[config.mk]
export PLATFORM = sky130hd
export DESIGN_NAME = multicycle_control_fsm_flat
export DESIGN_NICKNAME = d
export VERILOG_FILES = /design/src/rtl/multicycle_control_fsm_if.sv /design/src/rtl/multicycle_control_fsm.sv /design/src/flat_wrapper.sv
export SDC_FILE = /design/constraint.sdc
export NUM_CORES = 1
export LEC_CHECK = 0
export CAP_MARGIN = 20
export CORE_UTILIZATION = 43
export CTS_BUF_LIST = sky130_fd_sc_hd__clkbuf_4
export DETAILED_ROUTE_END_ITERATION = 12
export MAX_ROUTING_LAYER = met4
export PLACE_DENSITY_LB_ADDON = 0.3
export SKIP_CTS_REPAIR_TIMING = 1
export SYNTH_ARGS = -nofsm -noshare
export SYNTH_HDL_FRONTEND = slang
export SYNTH_SLANG_ARGS = --single-unit
[constraint.sdc]
create_clock -name clk -period 1.8 [get_ports clk]
set_input_delay 0.18 -clock clk [delete_from_list [all_inputs] [get_ports clk]]
set_output_delay 0.18 -clock clk [all_outputs]
set_load 0.01 [all_outputs]
[src/rtl/multicycle_control_fsm_if.sv]
// multicycle_control_fsm_if: instruction/status inputs and datapath control outputs of the multicycle controller
interface multicycle_control_fsm_if #(parameter int ALUOP_W = 4);
  logic [5:0] opcode;
  logic [5:0] func;
  logic zero_flag;
  logic mem_ready;
  logic regdst;
  logic regwrite;
  logic extop;
  logic alusrc;
  logic mem2reg;
  logic [ALUOP_W-1:0] aluop;
  logic memread;
  logic memwrite;
  logic irwrite;
  logic pcwrite;
  logic [1:0] pcsrc;
  logic [2:0] state;
  logic illegal;
  modport master (
    input opcode, func, zero_flag, mem_ready,
    output regdst, regwrite, extop, alusrc, mem2reg, aluop,
    output memread, memwrite, irwrite, pcwrite, pcsrc, state, illegal
  );
  modport slave (
    output opcode, func, zero_flag, mem_ready,
    input regdst, regwrite, extop, alusrc, mem2reg, aluop,
    input memread, memwrite, irwrite, pcwrite, pcsrc, state, illegal
  );
endinterface

[src/rtl/multicycle_control_fsm.sv]
// multicycle_control_fsm: five-state MIPS-subset controller (fetch, decode, execute, memory, writeback)
module multicycle_control_fsm #(
  parameter int ALUOP_W     = 4,
  parameter bit MEM_WAIT_EN = 1'b1,
  parameter bit BNE_EN      = 1'b1
) (
  input logic clk,
  input logic rst_n,
  multicycle_control_fsm_if.master bus
);
  typedef enum logic [2:0] {FETCH, DECODE, EXEC, MEMACC, WBACK} state_t;
  typedef enum logic [3:0] {
    I_ADD, I_SUB, I_AND, I_OR, I_SLT, I_ADDI, I_LW, I_SW, I_BEQ, I_BNE, I_J, I_ILL
  } instr_t;
  if (ALUOP_W < 4) begin : g_aluop_w_check
    $error("ALUOP_W must be at least 4");
  end
  state_t st;
  logic [5:0] op_q;
  logic [5:0] fn_q;
  logic ready;
  instr_t live;
  instr_t cur;
  function automatic instr_t dec(input logic [5:0] op, input logic [5:0] fn);
    case (op)
      6'b000000:
        case (fn)
          6'b100000: return I_ADD;
          6'b100010: return I_SUB;
          6'b100100: return I_AND;
          6'b100101: return I_OR;
          6'b101010: return I_SLT;
          default:   return I_ILL;
        endcase
      6'b001000: return I_ADDI;
      6'b100011: return I_LW;
      6'b101011: return I_SW;
      6'b000100: return I_BEQ;
      6'b000101: if (BNE_EN) return I_BNE; else return I_ILL;
      6'b000010: return I_J;
      default:   return I_ILL;
    endcase
  endfunction
  function automatic logic [3:0] alu_code(input instr_t i);
    case (i)
      I_SUB, I_BEQ, I_BNE: return 4'b0110;
      I_AND:               return 4'b0000;
      I_OR:                return 4'b0001;
      I_SLT:               return 4'b0111;
      default:             return 4'b0010;
    endcase
  endfunction
  assign ready = MEM_WAIT_EN ? bus.mem_ready : 1'b1;
  // DECODE acts on the live instruction; later states use the copy captured in DECODE
  assign live  = dec(bus.opcode, bus.func);
  assign cur   = dec(op_q, fn_q);
  always_ff @(posedge clk) begin
    if (!rst_n) begin
      st   <= FETCH;
      op_q <= '0;
      fn_q <= '0;
    end else begin
      if (st == DECODE) begin
        op_q <= bus.opcode;
        fn_q <= bus.func;
      end
      case (st)
        FETCH:   st <= ready ? DECODE : FETCH;
        DECODE:  st <= (live == I_J || live == I_ILL) ? FETCH : EXEC;
        EXEC:    st <= (cur inside {I_LW, I_SW}) ? MEMACC : (cur inside {I_BEQ, I_BNE}) ? FETCH : WBACK;
        MEMACC:  st <= !ready ? MEMACC : (cur == I_LW) ? WBACK : FETCH;
        default: st <= FETCH;
      endcase
    end
  end
  // Outputs are decoded from the state register plus same-cycle handshake inputs, forced low during reset
  always_comb begin
    bus.regdst   = 1'b0;
    bus.regwrite = 1'b0;
    bus.extop    = 1'b0;
    bus.alusrc   = 1'b0;
    bus.mem2reg  = 1'b0;
    bus.aluop    = '0;
    bus.memread  = 1'b0;
    bus.memwrite = 1'b0;
    bus.irwrite  = 1'b0;
    bus.pcwrite  = 1'b0;
    bus.pcsrc    = 2'd0;
    bus.illegal  = 1'b0;
    bus.state    = rst_n ? st : 3'd0;
    if (rst_n) begin
      case (st)
        FETCH: begin
          bus.memread = 1'b1;
          bus.irwrite = ready;
          bus.pcwrite = ready;
        end
        DECODE: begin
          bus.illegal = live == I_ILL;
          bus.pcwrite = live == I_J;
          bus.pcsrc   = live == I_J ? 2'd2 : 2'd0;
        end
        EXEC: begin
          bus.aluop   = ALUOP_W'(alu_code(cur));
          bus.alusrc  = cur inside {I_ADDI, I_LW, I_SW};
          bus.extop   = cur inside {I_ADDI, I_LW, I_SW, I_BEQ, I_BNE};
          bus.pcsrc   = (cur inside {I_BEQ, I_BNE}) ? 2'd1 : 2'd0;
          bus.pcwrite = cur == I_BEQ ? bus.zero_flag : cur == I_BNE ? ~bus.zero_flag : 1'b0;
        end
        MEMACC: begin
          bus.memread  = cur == I_LW;
          bus.memwrite = cur == I_SW;
        end
        WBACK: begin
          bus.regwrite = 1'b1;
          bus.regdst   = cur inside {I_ADD, I_SUB, I_AND, I_OR, I_SLT};
          bus.mem2reg  = cur != I_LW;
        end
        default: ;
      endcase
    end
  end
endmodule

[src/flat_wrapper.sv]
// flat-port wrapper written by rule: the top's interface ports become plain ports
module multicycle_control_fsm_flat 
#(
  parameter int ALUOP_W     = 4,
  parameter bit MEM_WAIT_EN = 1'b1,
  parameter bit BNE_EN      = 1'b1
)
  (clk, rst_n, bus_opcode, bus_func, bus_zero_flag, bus_mem_ready, bus_regdst, bus_regwrite, bus_extop, bus_alusrc, bus_mem2reg, bus_aluop, bus_memread, bus_memwrite, bus_irwrite, bus_pcwrite, bus_pcsrc, bus_state, bus_illegal);
  multicycle_control_fsm_if #(.ALUOP_W(ALUOP_W)) bus_i ();
  input logic clk;
  input logic rst_n;
  input wire logic [$bits(bus_i.opcode)-1:0] bus_opcode;
  input wire logic [$bits(bus_i.func)-1:0] bus_func;
  input wire logic [$bits(bus_i.zero_flag)-1:0] bus_zero_flag;
  input wire logic [$bits(bus_i.mem_ready)-1:0] bus_mem_ready;
  output wire logic [$bits(bus_i.regdst)-1:0] bus_regdst;
  output wire logic [$bits(bus_i.regwrite)-1:0] bus_regwrite;
  output wire logic [$bits(bus_i.extop)-1:0] bus_extop;
  output wire logic [$bits(bus_i.alusrc)-1:0] bus_alusrc;
  output wire logic [$bits(bus_i.mem2reg)-1:0] bus_mem2reg;
  output wire logic [$bits(bus_i.aluop)-1:0] bus_aluop;
  output wire logic [$bits(bus_i.memread)-1:0] bus_memread;
  output wire logic [$bits(bus_i.memwrite)-1:0] bus_memwrite;
  output wire logic [$bits(bus_i.irwrite)-1:0] bus_irwrite;
  output wire logic [$bits(bus_i.pcwrite)-1:0] bus_pcwrite;
  output wire logic [$bits(bus_i.pcsrc)-1:0] bus_pcsrc;
  output wire logic [$bits(bus_i.state)-1:0] bus_state;
  output wire logic [$bits(bus_i.illegal)-1:0] bus_illegal;
  assign bus_i.opcode = bus_opcode;
  assign bus_i.func = bus_func;
  assign bus_i.zero_flag = bus_zero_flag;
  assign bus_i.mem_ready = bus_mem_ready;
  assign bus_regdst = bus_i.regdst;
  assign bus_regwrite = bus_i.regwrite;
  assign bus_extop = bus_i.extop;
  assign bus_alusrc = bus_i.alusrc;
  assign bus_mem2reg = bus_i.mem2reg;
  assign bus_aluop = bus_i.aluop;
  assign bus_memread = bus_i.memread;
  assign bus_memwrite = bus_i.memwrite;
  assign bus_irwrite = bus_i.irwrite;
  assign bus_pcwrite = bus_i.pcwrite;
  assign bus_pcsrc = bus_i.pcsrc;
  assign bus_state = bus_i.state;
  assign bus_illegal = bus_i.illegal;
  multicycle_control_fsm #(.ALUOP_W(ALUOP_W), .MEM_WAIT_EN(MEM_WAIT_EN), .BNE_EN(BNE_EN)) u_core (.clk(clk), .rst_n(rst_n), .bus(bus_i));
endmodule
==> impl_metrics.py <==
metrics = {
    "sta": {
        "setup_viol": 11,
        "setup_slack_ns": -0.532,
        "hold_violations": 0,
        "finClkSkew_ns": 0.00477,
        "max_freq_ghz": 0.429,
        "min_period_ns": 2.33,
        "grt_setup_unrepaired": "true",
        "maxSlewViolCount": 0,
        "fin_crit_sh_pct": 130,
    },
    "die": {
        "die_x_um": 52.0,
        "io_pins": 35,
        "die_area_mm2": 0.00271,
        "die_h_um": 52.0,
        "start_util_pct": 47.3,
        "coreArea_mm2": 0.00228,
        "row_count": 17,
    },
    "global_routing": {
        "grt_util_met2_pct": 55.6,
        "gr-total-overflow": 0,
        "use_met1_pct": 32.9,
        "grt_pass1_vias": 1362,
        "grt_first_pass_wirelength_mm": 5.87,
        "busiest_layer": "met2",
        "use_met3_pct": 2.92,
        "grt_use_total_pct": 30.0,
        "antenna_found_initial": 0,
        "grt_max_degree": 15,
    },
    "layout": {
        "final_cell_mix": "buf_4 (59), nand2_1 (28), a21oi_1 (16), dlymetal6s2s_1 (13), nor2_1 (10)",
        "fillers": 100,
        "postLayoutCellArea_mm2": 0.00204,
        "layout_commonest_cell": "buf_4",
        "antenna_cells": 0,
        "seq_area_um2": 308,
        "multi_input_area_um2": 893,
        "fin_nets": 257,
        "syn2layout_area_growth_pct": 89.8,
        "layout-drive-gt1-share_pct": 48.8,
    },
    "hold_path": {
        "hold_start": "bus_func[5]",
        "hold_path_class": "in -> reg",
    },
    "route": {
        "drt_iter0_drc": 101,
        "drtAntennaViolNets": 0,
        "viasPerCell": 6.25,
        "routedWlPerCell_um": 20.0,
        "via_count": 1676,
        "drtPass1Iterations": 5,
        "route.detailed.drc": 0,
        "drt_wl_total_mm": 5.37,
    },
    "synth": {
        "synth_top_cell_area_share_pct": 27.9,
        "synth_enable_flop_cells": 0,
        "synthesis.nets": 165,
        "ys.flop_type": "dfxtp_1",
        "synth_cell_type_count": 46,
        "syn_area_per_cell_um2": 7.22,
        "synth-seq-cells": 15,
        "synthTopCellsByArea": "dfxtp_1 (28%), nand2_1 (10%), a21oi_1 (8.8%)",
        "synthArstFlopShare_pct": 0,
        "synth_warnings": 0,
        "post-synth-top-area-cell": "dfxtp_1",
        "synthCells": 149,
        "syn-cell-area_mm2": 0.00108,
        "seq_area_frac_synth_pct": 27.9,
    },
    "outcome": {
        "violations": "negative setup slack",
        "status": "finished, violations left",
    },
    "place": {
        "portBuffers": 33,
        "gp_congestion": 0.878,
        "place_area_mm2": 0.00180,
        "hpwl_mm": 2.96,
        "dp_slack_ns": -0.952,
    },
    "worst_setup_path": {
        "critPathLaunchType": "register",
        "cp.arrival_ns": 2.15,
        "rr_startpoint": "u_core.op_q[5]",
        "rrSetupSlack_ns": 0.08,
        "crit_fanout": 2,
        "cp-end-kind": "output pin",
        "critPathRequiredTime_ns": 1.62,
        "crit_start": "u_core.op_q[0]",
        "crit_type": "reg -> out",
    },
    "cts": {
        "htree_levels": 1,
        "cts_tree": "built",
        "cts.path.max_buffers": 2,
        "cts_buffers": 3,
        "cts-root-buf": "clkbuf_4",
        "clkSlewWorstSetupHoldPaths_ns": 0.09,
        "clock-sinks": 15,
        "clk-insertion-delay-late_ns": 0.28,
    },
    "power_and_ir_drop": {
        "intPower_uw": 644,
        "power_uw": 949,
        "switching_share_pct": 32.1,
        "p_comb_share_pct": 40.0,
        "peakVddDrop_mv": 0.368,
        "p_sw_uw": 305,
        "leakagePower_uw": 0.00102,
        "power_frac_clock_pct": 21.8,
        "p_per_area_mw_per_mm2": 465,
        "seqPwrFrac_pct": 38.2,
    },
    "run": {
        "drv_cap": 0,
    },
}
==> worst max-delay path: stages, from the launching register on <==
cell and delay [ns]:
dfxtp_2 0.33, or3_4 0.40, nor3_4 0.20, nand4b_1 0.16
or4_1 0.51, a21oi_2 0.14, clkbuf_2 0.14
==> power by group through the flow <==
stage | Combinational [µW] | Clock [µW] | Sequential [µW]
after floorplan | 126 | 0 | 366
after global placement | 275 | 0 | 364
after detailed placement | 288 | 0 | 366
after CTS | 292 | 202 | 358
after global routing | 393 | 222 | 364
final | 379 | 207 | 363
==> sequential cells by signal, indices dropped and copies added (netlist names) <==
name,count
u_core.fn_q,6
u_core.op_q,6
u_core.st,3
==> cell type report <==
class	count	area share (%)
Timing Repair Buffer	94	37.4
Sequential cell	15	15.1
Clock buffer	4	1.47
Multi-Input combinational cell	124	43.7
Tap cell	28	1.72
Inverter	3	0.551
==> through the flow <==
stage	hold WS, ns	utilization, %	setup TNS [ns]	cells
2_1_floorplan	0.316	-	-0.0928	149
3_3_place_gp	0.461	78.9	-5.96	254
3_5_place_dp	0.475	78.9	-6.84	254
4_1_cts	0.512	80.3	-9.79	258
5_1_grt	0.249	89.7	-3.93	268
6_report	0.251	89.7	-3.28	268
==> Yosys cell counts, types with 3 or more instances <==
| cell | instances |
|---|---|
| a21oi_1 | 19 |
| and2_1 | 3 |
| clkbuf_1 | 5 |
| dfxtp_1 | 15 |
| mux2i_1 | 4 |
| nand2_1 | 29 |
| nand2b_1 | 4 |
| nand3_1 | 3 |
| nand3b_1 | 3 |
| nor2_1 | 13 |
| nor3_1 | 7 |
| nor3b_1 | 4 |
==> final timing paths <==
check / cells past startpoint / end
min reg2reg: 2 / u_core.op_q[2]
max: 6 / bus_aluop[0]
min: 3 / u_core.fn_q[5]
max reg2reg: 10 / u_core.st[2]
==> routing by layer <==
metal / vias to the layer above / share of wire [%]
li1: 721 / -
met1: 786 / 37
met3: 42 / 8.2
met2: 127 / 49
met4: 0 / 6.1
met5: - / 0
==> kinds of logic (layout without fill, tap and decap cells) <==
logic type / after synthesis / count (layout) / share of synthesized area (%)
buf+inv: 10 / 101 / 3.95
other cells: 1 / 1 / 0.349
mux: 5 / 5 / 4.77
flops: 15 / 15 / 27.9
simple gates: 80 / 80 / 39.0
compound gates: 36 / 36 / 22.4
xor+xnor: 2 / 2 / 1.63
Note: power is estimated with default switching activity, not from simulation.
